<file path="src/rtl/key_press_conditioner_pkg.sv">
// rtl/key_press_conditioner_pkg.sv - state encoding, default timing and counter sizing for the key conditioner
package key_press_conditioner_pkg;

   typedef enum logic [1:0] {
      IDLE         = 2'd0,
      PRESS_WAIT   = 2'd1,
      HELD         = 2'd2,
      RELEASE_WAIT = 2'd3
   } kpc_state_e;

   localparam int DEF_NUM_KEYS        = 4;
   localparam int DEF_DEBOUNCE_CYCLES = 500000;
   localparam int DEF_REPEAT_DELAY    = 25000000;
   localparam int DEF_REPEAT_PERIOD   = 10000000;

   // Repeat timings only widen the counters when auto-repeat is built in.
   function automatic int cnt_width(input int deb, input int dly, input int per, input bit rpt_en);
      int m;
      m = deb;
      if (rpt_en && dly > m) m = dly;
      if (rpt_en && per > m) m = per;
      return (m < 2) ? 1 : $clog2(m);
   endfunction

endpackage

</file>
<file path="src/rtl/key_synchroniser.sv">
// rtl/key_synchroniser.sv - per-bit two-flop synchroniser for raw pushbuttons, resets to released (high)
module key_synchroniser #(
   parameter int WIDTH = 4
) (
   input  logic             clock,
   input  logic             reset,
   input  logic [WIDTH-1:0] din,
   output logic [WIDTH-1:0] dout
);

   logic [WIDTH-1:0] meta;

   always_ff @(posedge clock or negedge reset) begin
      if (!reset) begin
         meta <= '1;
         dout <= '1;
      end else begin
         meta <= din;
         dout <= meta;
      end
   end

endmodule

</file>
<file path="src/rtl/key_press_conditioner.sv">
// rtl/key_press_conditioner.sv - debounced one-cycle key press pulses with held flag; KEY_AUTOREPEAT_EN adds auto-repeat
module key_press_conditioner
   import key_press_conditioner_pkg::*;
#(
   parameter int NUM_KEYS        = DEF_NUM_KEYS,
   parameter int DEBOUNCE_CYCLES = DEF_DEBOUNCE_CYCLES,
   parameter int REPEAT_DELAY    = DEF_REPEAT_DELAY,
   parameter int REPEAT_PERIOD   = DEF_REPEAT_PERIOD
) (
   input  logic                clock,
   input  logic                reset,
   input  logic [NUM_KEYS-1:0] key_raw_n,
   output logic [NUM_KEYS-1:0] key,
   output logic                key_held
);

`ifdef KEY_AUTOREPEAT_EN
   localparam bit RPT_EN = 1'b1;
`else
   localparam bit RPT_EN = 1'b0;
`endif
   localparam int            CW      = cnt_width(DEBOUNCE_CYCLES, REPEAT_DELAY, REPEAT_PERIOD, RPT_EN);
   localparam logic [CW-1:0] DB_LAST = CW'(DEBOUNCE_CYCLES - 1);

   logic [NUM_KEYS-1:0] raw_sync;
   logic [NUM_KEYS-1:0] s;
   logic [NUM_KEYS-1:0] cand;
   logic [CW-1:0]       cnt;
   kpc_state_e          state;
   logic                rpt_due;

   key_synchroniser #(.WIDTH(NUM_KEYS)) u_sync (
      .clock (clock),
      .reset (reset),
      .din   (key_raw_n),
      .dout  (raw_sync)
   );

   assign s = ~raw_sync;

`ifdef KEY_AUTOREPEAT_EN
   localparam logic [CW-1:0] DLY_LAST = CW'(REPEAT_DELAY - 1);
   localparam logic [CW-1:0] PER_LAST = CW'(REPEAT_PERIOD - 1);

   logic [CW-1:0] rpt;
   logic          rpt_later;

   assign rpt_due = (rpt == (rpt_later ? PER_LAST : DLY_LAST));

   // Timer is held at zero until the first pulse, then saturates at the due point while released.
   always_ff @(posedge clock or negedge reset) begin
      if (!reset) begin
         rpt       <= '0;
         rpt_later <= 1'b0;
      end else if (state == IDLE || state == PRESS_WAIT) begin
         rpt       <= '0;
         rpt_later <= 1'b0;
      end else if (state == HELD && s != '0 && rpt_due) begin
         rpt       <= '0;
         rpt_later <= 1'b1;
      end else if (!rpt_due) begin
         rpt <= rpt + 1'b1;
      end
   end
`else
   assign rpt_due = 1'b0;
`endif

   always_ff @(posedge clock or negedge reset) begin
      if (!reset) begin
         state    <= IDLE;
         key      <= '0;
         key_held <= 1'b0;
         cnt      <= '0;
         cand     <= '0;
      end else begin
         key <= '0;
         case (state)
            IDLE: begin
               if (s != '0) begin
                  cand  <= s;
                  cnt   <= '0;
                  state <= PRESS_WAIT;
               end
            end
            PRESS_WAIT: begin
               if (s == '0) begin
                  state <= IDLE;
               end else if (s != cand) begin
                  cand <= s;
                  cnt  <= '0;
               end else if (cnt == DB_LAST) begin
                  key      <= cand;
                  key_held <= 1'b1;
                  state    <= HELD;
               end else begin
                  cnt <= cnt + 1'b1;
               end
            end
            HELD: begin
               if (s == '0) begin
                  cnt   <= '0;
                  state <= RELEASE_WAIT;
               end else if (rpt_due) begin
                  key <= cand;
               end
            end
            RELEASE_WAIT: begin
               if (s != '0) begin
                  state <= HELD;
               end else if (cnt == DB_LAST) begin
                  key_held <= 1'b0;
                  state    <= IDLE;
               end else begin
                  cnt <= cnt + 1'b1;
               end
            end
            default: state <= IDLE;
         endcase
      end
   end

endmodule

</file>
<file path="config.mk">
export PLATFORM = sky130hd
export DESIGN_NAME = key_press_conditioner
export DESIGN_NICKNAME = d
export VERILOG_FILES = /design/src/rtl/key_press_conditioner_pkg.sv /design/src/rtl/key_synchroniser.sv /design/src/rtl/key_press_conditioner.sv
export SDC_FILE = /design/constraint.sdc
export NUM_CORES = 1
export LEC_CHECK = 0
export CAP_MARGIN = 10
export CORE_ASPECT_RATIO = 1.75
export CORE_MARGIN = 10
export CORE_UTILIZATION = 35
export CTS_CLUSTER_DIAMETER = 100
export CTS_CLUSTER_SIZE = 14
export DETAILED_ROUTE_END_ITERATION = 8
export GPL_TIMING_DRIVEN = 0
export SLEW_MARGIN = 30
export SYNTH_ARGS = -nofsm -noshare
export SYNTH_HDL_FRONTEND = slang
export SYNTH_SLANG_ARGS = --single-unit
</file>
<file path="constraint.sdc">
create_clock -name clock -period 3 [get_ports clock]
set_input_delay 0.6 -clock clock [delete_from_list [all_inputs] [get_ports clock]]
set_output_delay 0.6 -clock clock [all_outputs]
set_load 0.01 [all_outputs]
</file>
==> results_dict.tcl, run 1 <==
set metrics [dict create \
    ctsHoldBuffers 0 \
    grt_remaining_overflow 0 \
    timing.max_cap.violations 0 \
    status "finished clean" \
    viasPerCell 5.26 \
    synthDistinctLibCells 42 \
    startpoint_type "flip-flop" \
    final.period_utilization_pct 69.5 \
    fmax_mhz 480 \
    route.detailed.wl_per_inst_um 14.5 \
    crit_path_end "cnt[14]" \
    grt_pass1_wl_mm 6.40 \
    hold_path.class "in -> async" \
    power_density_nw_per_um2 511 \
    worstMarginPinSlew_ns 0.639 \
    r2r_slack_ns 0.92 \
    area_delta_synth_final_pct 17.9 \
    finalWorstSetupSlack_ns 0.915 \
    async_flop_share_pct 100 \
    fin_crit_ns 2.08 \
    reg2reg_to "cnt[14]" \
    die_h_um 116 \
    grtUsageTotal_pct 9.51 \
    cts_made_buffers 5 \
    finalHoldViolations 0 \
    routed_wl_mm 3.56 \
    rsz0062_at_grt "false" \
    die_area_um2 8650 \
    grt_start_max_net_pins 24 \
    cp_max_fo 10 \
    synth_nets 180 \
    final_cell_mix "30 x dfrtp_1, 20 x nor2_1, 13 x nand3_1, 13 x nand2_1, 11 x xor2_1" \
    port_buffers 10 \
    dp_cells 238 \
    dp_slack_ns 0.890 \
    critPathCaptureType "flip-flop" \
    cts.sinks 38 \
    relSlewSlack_pct 57.4 \
    finalClockSkew_ns 0.00787 \
    multi_input_area_um2 830 \
    dr.pass1.iters 4 \
    core_um2 5020 \
    clk-insertion-delay-late_ns 0.29 \
    n_antenna_cell 0 \
    layout_commonest_cell "dfrtp_1" \
    rows 34 \
    synthFlopType "dfrtp_1" \
    worstPathArrival_ns 2.25 \
    seq_area_frac_synth_pct 52.4 \
    finalNonFillerCells 246 \
    setup_viol_count_final 0 \
    drc_errors 0 \
    first_global_vias 1380 \
    hpwl_mm 2.62 \
    avgSynthCellArea_um2 10.6 \
    die_w_um 74.7 \
    ant_nets 0 \
    critPathKind "reg -> reg" \
    dr.first_iter.drc_count 52 \
    register_area_um2 961 \
    post_cts_resized 0 \
    r2r_cells 5 \
    ys_seq_elements 38 \
    synthCells 173 \
    root_buffer "clkbuf_8" \
    fill_cells 502 \
    post_cts_buffers 0 \
    clkTransAtPathRegs_ns 0.08 \
    grt_antenna_before_repair 0 \
    final_nets 198 \
    synth-edff-count 0 \
    htreeDepth 2 \
    start_util_pct 36.5 \
    finalSetupTns_ns 0 \
    leakagePower_uw 0.000882 \
    required_ns 3.17 \
    place_congestion 0.830 \
    finalMaxSlewViolations 0 \
    drive_gt1_share_pct 17.2 \
    vias 1294 \
    peakVddDrop_v 0.000310 \
    yosys_warnings 0 \
    synth_area_um2 1830 \
    cts.path.max_buffers 2 \
    tritoncts "yes" \
    pin_count 11 \
]
==> metrics by stage <==
step	area, µm²	utilization (%)	total power [µW]	hold WS, ns
2_1_floorplan	1830	-	572	0.304
3_3_place_gp	2000	39.9	595	0.345
3_5_place_dp	2020	40.3	601	0.347
4_1_cts	2160	43.1	1120	0.227
5_1_grt	2160	43.1	1150	0.233
6_report	2160	43.1	1100	0.221
==> synth_stat cells, types with 3 or more instances <==
cell type	count	share of area, %
a21oi_1	6	1.6
and2_1	4	1.4
dfrtp_1	30	41
dfstp_2	8	11
inv_1	8	1.6
mux2i_1	4	2.2
nand2_1	13	2.7
nand3_1	13	3.5
nand4_1	3	1.0
nand4_2	3	2.0
nor2_1	20	4.1
o211ai_1	4	1.6
o21ai_0	7	1.9
o22ai_1	3	1.0
xnor2_1	6	2.9
xor2_1	11	5.3
==> power by group <==
group          internal, µW  switching, µW
combinational          22.8           32.2
sequential              526           8.20
clock                   333            182
total                   882            222
==> worst max-delay path: stages, from the launching register on <==
cell	delay [ns]
dfrtp_1	0.46
clkbuf_1	0.24
nand2b_1	0.30
o22ai_1	0.57
buf_2	0.33
nor2_1	0.07
==> per-layer routing <==
layer / global-route usage (%) / routed length (µm) / vias to the layer above
met5: 0 / 0 / -
li1: - / - / 643
met3: 2.05 / 100 / 6
met4: 5.33 / 84 / 0
met2: 16.5 / 1910 / 19
met1: 10.2 / 1470 / 626
==> how the worst min path moves through the flow <==
| stage | slack [ns] | end | cells after the start | from |
|---|---|---|---|---|
| finish | 0.22 | cand[1] | 1 | reset |
| global route | 0.23 | cand[1] | 1 | reset |
| CTS | 0.23 | cand[1] | 1 | reset |
| detailed placement | 0.35 | u_sync.dout[0] | 0 | u_sync.meta[0] |
| global placement | 0.35 | u_sync.dout[3] | 0 | u_sync.meta[3] |
| floorplan | 0.30 | async pin | 0 | reset |
==> sequential cells by signal, indices dropped and copies added, names as in the netlist, named ones only <==
name	cells
u_sync.meta	4
u_sync.dout	4
cnt	19
key_held	1
state	1
cand	4
key	4
==> final cells by class <==
cell class | instances | area share, %
plain buffers | 3 | 0.637
repair buffers | 11 | 5.67
multi-input cells | 124 | 38.4
flip-flops and latches | 38 | 44.4
inverters | 8 | 1.39
clock inverters | 3 | 3.18
clock buffers | 5 | 3.18
well taps | 54 | 3.13
==> cells by family (layout without fill, tap and decap cells) <==
| family | count (synthesis) | after routing | synth area share (%) |
|---|---|---|---|
| AO/OA/AOI/OAI | 27 | 27 | 9.41 |
| multiplexers | 4 | 4 | 2.18 |
| adder cells (fa/ha/maj) | 1 | 1 | 0.682 |
| flip-flops | 38 | 38 | 52.4 |
| buffers and inverters | 11 | 30 | 2.39 |
| AND/OR/NAND/NOR | 74 | 74 | 23.3 |
| XOR/XNOR | 18 | 18 | 9.62 |
Note: power is estimated with default switching activity, not from simulation.
==> run 2, diff against run 1 <==
==> constraint.sdc (replaced) <==
create_clock -name clock -period 1.7 [get_ports clock]
set_input_delay 0.34 -clock clock [delete_from_list [all_inputs] [get_ports clock]]
set_output_delay 0.34 -clock clock [all_outputs]
set_load 0.01 [all_outputs]
==> run 2 against run 1 <==
- the flow now finishes with violations (negative setup slack)
- hold slack better by 0.14 ns
- worst setup slack worse by 0.94 ns
- clock skew about the same
- die area unchanged
- design area up 18%
- register-to-register slack worse by 0.94 ns
- fmax up 21%
- critical path type unchanged
- largest cell class is now multi-input gates
- highest routed layer unchanged
==> results_dict.tcl, run 2 (synthesized netlist as in run 1, its figures left out) <==
set metrics [dict create \
    status "finished, violations left" \
    violations "negative setup slack" \
    critPathCaptureType "flip-flop" \
    leakagePower_uw 0.00102 \
    grt_start_max_net_pins 24 \
    timing.hold.ws_ns 0.357 \
    slowest_stage "dfstp_2" \
    fmax_mhz 581 \
    cts.sinks 38 \
    core_um2 5020 \
    finalWorstSetupSlack_ns -0.0212 \
    final.period_utilization_pct 101 \
    cts.path.max_buffers 2 \
    drc_errors 0 \
    grtUsageTotal_pct 10.5 \
    finalSetupTns_ns -0.0212 \
    path_cells "xnor2_1, nor4_4, buf_4, o211a_1, nand2_1, mux2i_1" \
    power_density_nw_per_um2 783 \
    clk-insertion-delay-late_ns 0.29 \
    timing.max_cap.violations 0 \
    dp_slack_ns -0.410 \
    finalClockSkew_ns 0.00765 \
    die_area_um2 8650 \
    critPathKind "reg -> reg" \
    dp_cells 238 \
    largest_reg_flops 19 \
    final_cell_mix "22 x buf_4, 21 x dfrtp_1, 20 x nor2_1" \
    cpLargestDelayFamily "flip-flops" \
    worstMarginPinSlew_ns 0.383 \
    required_ns 1.87 \
    fill_cells 463 \
    dr.pass1.iters 4 \
    viasPerCell 5.27 \
    routed_wl_mm 4.09 \
    vias 1422 \
    drive_gt1_share_pct 36.1 \
    rows 34 \
    ant_nets 0 \
    cp_max_fo 5 \
    die_w_um 74.7 \
    dr.first_iter.drc_count 50 \
    setup_viol_count_final 1 \
    final_nets 222 \
    worstPathArrival_ns 1.89 \
    first_global_vias 1489 \
    clkTransAtPathRegs_ns 0.08 \
    root_buffer "clkbuf_8" \
    critPathMaxStageDelay_ns 0.58 \
    r2r_slack_ns -0.02 \
    finalHoldViolations 0 \
    pin_count 11 \
    start_util_pct 36.5 \
    peakVddDrop_v 0.000587 \
    layout_commonest_cell "buf_4" \
    place_congestion 0.830 \
    finalNonFillerCells 270 \
    hpwl_mm 2.62 \
    fin_crit_ns 1.72 \
    startpoint_type "flip-flop" \
    port_buffers 10 \
    placed_area_um2 2020 \
    grt_antenna_before_repair 0 \
    hold_path.class "reg -> reg" \
    n_antenna_cell 0 \
    area_delta_synth_final_pct 38.6 \
    die_h_um 116 \
    path_buf_inv 1 \
    route.detailed.wl_per_inst_um 15.2 \
    relSlewSlack_pct 74.4 \
    grt_pass1_wl_mm 7.09 \
    rsz0062_at_grt "true" \
    cts_made_buffers 5 \
    stdcell_area_um2 2540 \
    htreeDepth 2 \
    tritoncts "yes" \
    largest_register "cnt" \
    finalMaxSlewViolations 0 \
    grt_remaining_overflow 0 \
]
run 2: cell type report:
class	count	area, µm²	share of cell area, %
buffer	3	27.5	1.08
tap	54	67.6	2.66
clock inverter	3	68.8	2.71
multi-input combinational	124	998	39.3
timing repair buffer	35	309	12.2
sequential	38	972	38.2
clock buffer	5	68.8	2.71
inverter	8	30.0	1.18
run 2: path summary, 6_finish.rpt:
| kind | startpoint | endpoint | cells after the start |
|---|---|---|---|
| max | u_sync.dout[2] | key_held | 6 |
| min | u_sync.meta[0] | u_sync.dout[0] | 0 |
| max reg2reg | u_sync.dout[2] | key_held | 6 |
| min reg2reg | u_sync.meta[0] | u_sync.dout[0] | 0 |
| max in group asynchronous | reset | u_sync.meta[2] | 3 |
| min in group asynchronous | reset | cand[1] | 2 |
run 2: through the flow:
stage	utilization (%)	power (µW)
after floorplan	-	1010
after global placement	39.9	1050
after detailed placement	40.3	1060
after CTS	48.5	2000
after global routing	50.6	2070
final	50.6	1990
run 2: timing repair:
item | CTS | global route
pin swaps | 10 | 10
setup buffers | 12 | 10
setup endpoints to repair | 25 | 25
gates resized for setup | 31 | 12
gates cloned | 1 | 0
hold endpoints to repair | 8 | 0
hold buffers | 1 | 0
run 2: metal layers:
metal	global-route usage, %	wire [µm]	up-vias
li1	-	-	693
met5	0	0	-
met1	11.8	1660	699
met4	6.35	140	0
met2	17.6	2190	20
met3	2.14	103	10
run 2: where the power goes:
group | switching [µW] | total, µW | internal, µW
clock network | 328 | 916 | 588
registers | 16.3 | 945 | 929
logic | 68.0 | 130 | 62.3
==> run 3, diff against run 2 <==
--- a/config.mk
+++ b/config.mk
@@ -13,6 +13,7 @@
 export CTS_CLUSTER_SIZE = 14
 export DETAILED_ROUTE_END_ITERATION = 8
 export GPL_TIMING_DRIVEN = 0
+export RECOVER_POWER = 25
 export SLEW_MARGIN = 30
 export SYNTH_ARGS = -nofsm -noshare
 export SYNTH_HDL_FRONTEND = slang
==> run 3 against run 2 <==
- the flow still finishes with violations (negative setup slack)
- sequential power is essentially flat
- routed wire length unchanged
- largest cell class unchanged
- non-clock buffer count is the same
- register-to-register slack is essentially flat
- sequential cell count did not move
- global-route usage unchanged
- utilization barely moved
- critical path type unchanged
- hold slack barely moved
- worst setup slack about the same
==> results_dict.tcl, run 3 (synthesized netlist as in run 1, its figures left out) <==
set metrics [dict create \
    route.detailed.wl_per_inst_um 15.2 \
    core_um2 5020 \
    start_util_pct 36.5 \
    slowest_stage "dfstp_2" \
    setup_viol_count_final 1 \
    finalSetupTns_ns -0.0211 \
    finalWorstSetupSlack_ns -0.0211 \
    die_h_um 116 \
    startpoint_type "flip-flop" \
    place_congestion 0.830 \
    cts.sinks 38 \
    rows 34 \
    status "finished, violations left" \
    grt_start_max_net_pins 24 \
    critPathMaxStageDelay_ns 0.58 \
    dr.first_iter.drc_count 50 \
    htreeDepth 2 \
    largest_register "cnt" \
    first_global_vias 1489 \
    multi_input_area_um2 998 \
    critPathKind "reg -> reg" \
    pin_count 11 \
    hpwl_mm 2.62 \
    met2_usage_pct 17.6 \
    dr.pass1.iters 4 \
    n_antenna_cell 0 \
    ant_nets 0 \
    p_int_uw 1580 \
    drive_gt1_share_pct 35.6 \
    worstMarginPinSlew_ns 0.920 \
    clkTransAtPathRegs_ns 0.08 \
    die_w_um 74.7 \
    final_cell_mix "22 x buf_4, 21 x dfrtp_1, 20 x nor2_1" \
    cp_max_fo 5 \
    met1_usage_pct 11.8 \
    leakagePower_uw 0.00102 \
    grt-busiest-layer "met2" \
    root_buffer "clkbuf_8" \
    grt_antenna_before_repair 0 \
    relSlewSlack_pct 38.7 \
    timing.hold.ws_ns 0.357 \
    viasPerCell 5.27 \
    finalHoldViolations 0 \
    path_cells "xnor2_1, nor4_4, buf_4, o211a_1, nand2_1, mux2i_1" \
    tritoncts "yes" \
    power_density_nw_per_um2 783 \
    finalClockSkew_ns 0.00765 \
    power_frac_clock_pct 46.1 \
    layout_commonest_cell "buf_4" \
    power_frac_seq_pct 47.5 \
    gr-usage-met3_pct 2.14 \
    fmax_mhz 581 \
    grtUsageTotal_pct 10.5 \
    power_uw 1990 \
    power.switching_uw 413 \
    grt_remaining_overflow 0 \
    violations "negative setup slack" \
    fill_cells 463 \
    finalMaxSlewViolations 0 \
    final.period_utilization_pct 101 \
    cpLargestDelayFamily "flip-flops" \
    required_ns 1.87 \
    critPathCaptureType "flip-flop" \
    rsz0062_at_grt "true" \
    final_nets 222 \
    port_buffers 10 \
    cts_made_buffers 5 \
    swShare_pct 20.7 \
    hold_path.class "reg -> reg" \
    fin_crit_ns 1.72 \
    p_comb_share_pct 6.4 \
    cts.path.max_buffers 2 \
    routed_wl_mm 4.09 \
    largest_reg_flops 19 \
    register_area_um2 972 \
    area_delta_synth_final_pct 38.5 \
    timing.max_cap.violations 0 \
    drc_errors 0 \
    clk-insertion-delay-late_ns 0.29 \
    peakVddDrop_v 0.000585 \
    path_buf_inv 1 \
    worstPathArrival_ns 1.89 \
    grt_pass1_wl_mm 7.09 \
    vias 1422 \
    die_area_um2 8650 \
]
-- run 3: cell types whose count changed in the layout (fill, tap and decap cells not counted), sizes merged --
cell | before | now
clkbuf | 6 | 7
buf | 27 | 26
dlygate4sd3 | 1 | 5
clkdlybuf4s50 | 9 | 5
-- run 3: power groups by stage --
stage	clock network (µW)	logic, µW	registers (µW)
2_1_floorplan	0	52.2	957
3_3_place_gp	0	91.1	960
3_5_place_dp	0	99.5	961
4_1_cts	933	125	944
5_1_grt	978	141	948
6_report	916	128	945
-- run 3: worst register-to-register path: stages, from the launching register on --
cell     delay (ns)
dfstp_2        0.58
xnor2_1        0.12
nor4_4         0.27
buf_4          0.18
o211a_1        0.23
nand2_1        0.10
mux2i_1        0.13
-- run 3: timing repair --
item	4_1_cts	5_1_grt
setup endpoints to repair	25	25
pin swaps	10	10
hold endpoints to repair	8	0
cloned	1	0
hold buffers	1	0
buffers inserted	12	10
resized for setup	31	12
-- run 3: area by class of cell --
class / instances / area share [%]
plain buffers: 3 / 1.08
clock buffers: 5 / 2.71
well taps: 54 / 2.66
flip-flops and latches: 38 / 38.3
inverters: 8 / 1.18
repair buffers: 35 / 12.1
clock inverters: 3 / 2.71
multi-input cells: 124 / 39.3
-- run 3: final timing paths --
check	from	end	slack [ns]	depth (start not counted)
min in group asynchronous	reset	cand[1]	0.70	2
max	u_sync.dout[2]	key_held	-0.02	6
min	u_sync.meta[0]	u_sync.dout[0]	0.36	0
max reg2reg	u_sync.dout[2]	key_held	-0.02	6
max in group asynchronous	reset	u_sync.meta[2]	0.32	3
min reg2reg	u_sync.meta[0]	u_sync.dout[0]	0.36	0
-- run 3: metal layers --
metal,vias up,share of wire (%)
met3,10,2.3
met4,0,3.4
met1,701,41
li1,693,-
met5,-,0
met2,18,53
-- run 3: metrics by stage --
step	worst slack, ns	std cells	cell area (µm²)	utilization (%)
floorplan	0.0307	173	1830	-
global placement	-0.586	237	2000	39.9
detailed placement	-0.410	238	2020	40.3
CTS	-0.0314	260	2430	48.5
global route	-0.0934	270	2540	50.6
finish	-0.0211	270	2540	50.6
==> RTL change: new RTL, settings of run 1 <==
Encoding of `kpc_state_e`: now one-hot (4 bits for 4 states).
--- a/src/rtl/key_press_conditioner_pkg.sv
+++ b/src/rtl/key_press_conditioner_pkg.sv
@@ -2,9 +2,9 @@
 package key_press_conditioner_pkg;
 
-   typedef enum logic [1:0] {
-      IDLE         = 2'd0,
-      PRESS_WAIT   = 2'd1,
-      HELD         = 2'd2,
-      RELEASE_WAIT = 2'd3
+   typedef enum logic [3:0] {
+      IDLE         = 4'b0001,
+      PRESS_WAIT   = 4'b0010,
+      HELD         = 4'b0100,
+      RELEASE_WAIT = 4'b1000
    } kpc_state_e;
 
Behaviour: same outputs for any inputs over 10 cycles, from zero or initial values and one cycle with reset low; not proved beyond that.
==> RTL change against run 1 <==
- critical path depth increased by 2
- synthesized area up 6.6%
- sequential cell count rose by 2
- non-clock buffer count is 8 higher
- routed wire length grew 25%
- hold slack worse by 0.032 ns
- worst setup slack lost 0.17 ns
- die area rose by 5.1%
- design area increased by 7.5%
- critical path type unchanged
- critical endpoint unchanged
- highest routed layer unchanged
Power is not compared: it rests on default switching activity, and its combinational part moved more than twofold at a synthesized area within 25%.
==> RTL change: results <==
set metrics [dict create \
    outcome "completed" \
    synth.area.top_cells "dfrtp_1 (40%), dfstp_2 (12%), o21ai_0 (7.4%)" \
    seq-cell-share_pct 43.54 \
    grt_pass1_wl_mm 7.776 \
    ys_seq_area_share_pct 51.76 \
    ctsResizeCount 0 \
    inverters 5 \
    slew_headroom_pct 62.55 \
    cts_sinks 40 \
    multi_input_area_share_pct 37.84 \
    clock_skew_ns 0.007947 \
    stdcell_count 292 \
    buffers 22 \
    rr_worst_depth 7 \
    synthTopCellsByCount "dfrtp_1 (31), o21ai_0 (29), nand2_1 (12)" \
    dp_slack_ns 0.7767 \
    core-area_sq_um 5495 \
    ys_types 37 \
    critPathArrivalTime_ns 2.46 \
    final-clk-cell-share_pct 6.835 \
    bufAreaShareNonClock_pct 6.889 \
    grt_pass1_vias 1597 \
    hpwlAfterDp_mm 3.205 \
    viasPerCell 5.490 \
    reg2reg_slack_ns 0.74 \
    p_total_mw 1.640 \
    routabilityCongestion 0.8551 \
    multi_input_area_sq_um 879.6 \
    final_nets 222 \
    cp_slowest_cell "dfstp_2" \
    drive_gt1_share_pct 13.43 \
    grt_usage_pct 10.40 \
    fin_crit_sh_pct 75.28 \
    netlist_instances 197 \
    whs_ns 0.1893 \
    multi_input_gates 141 \
]
## RTL change: changes by cell type after synthesis, moves of 4 or more
| cell | delta |
|---|---|
| and4_1 | +5 |
| xor2_1 | -7 |
| nand4_1 | +7 |
| o31ai_1 | +6 |
| a21oi_1 | +5 |
| nor4_1 | +6 |
| clkbuf_1 | +7 |
| o211ai_1 | -4 |
| nor2_1 | -10 |
| o21ai_0 | +22 |
| nor2b_1 | +4 |
| a31oi_1 | +5 |
| xnor2_1 | -5 |
| nand3_1 | -6 |
## RTL change: cell families after synthesis
| group | share of synthesized area (%) |
|---|---|
| DFF | 51.76 |
| muxes | 2.559 |
| xor gates and xnor gates | 2.239 |
| and+or+nand+nor | 21.43 |
| adders and majority gates | 0.6397 |
| buffers and inverters | 3.263 |
| AOI/OAI and AO/OA | 18.11 |
## RTL change: metal layers
metal	share of wire, %	global-route usage [%]
met5	0	0
met1	39	10.51
met4	2.9	5.841
met2	56	19.34
met3	2.9	1.958
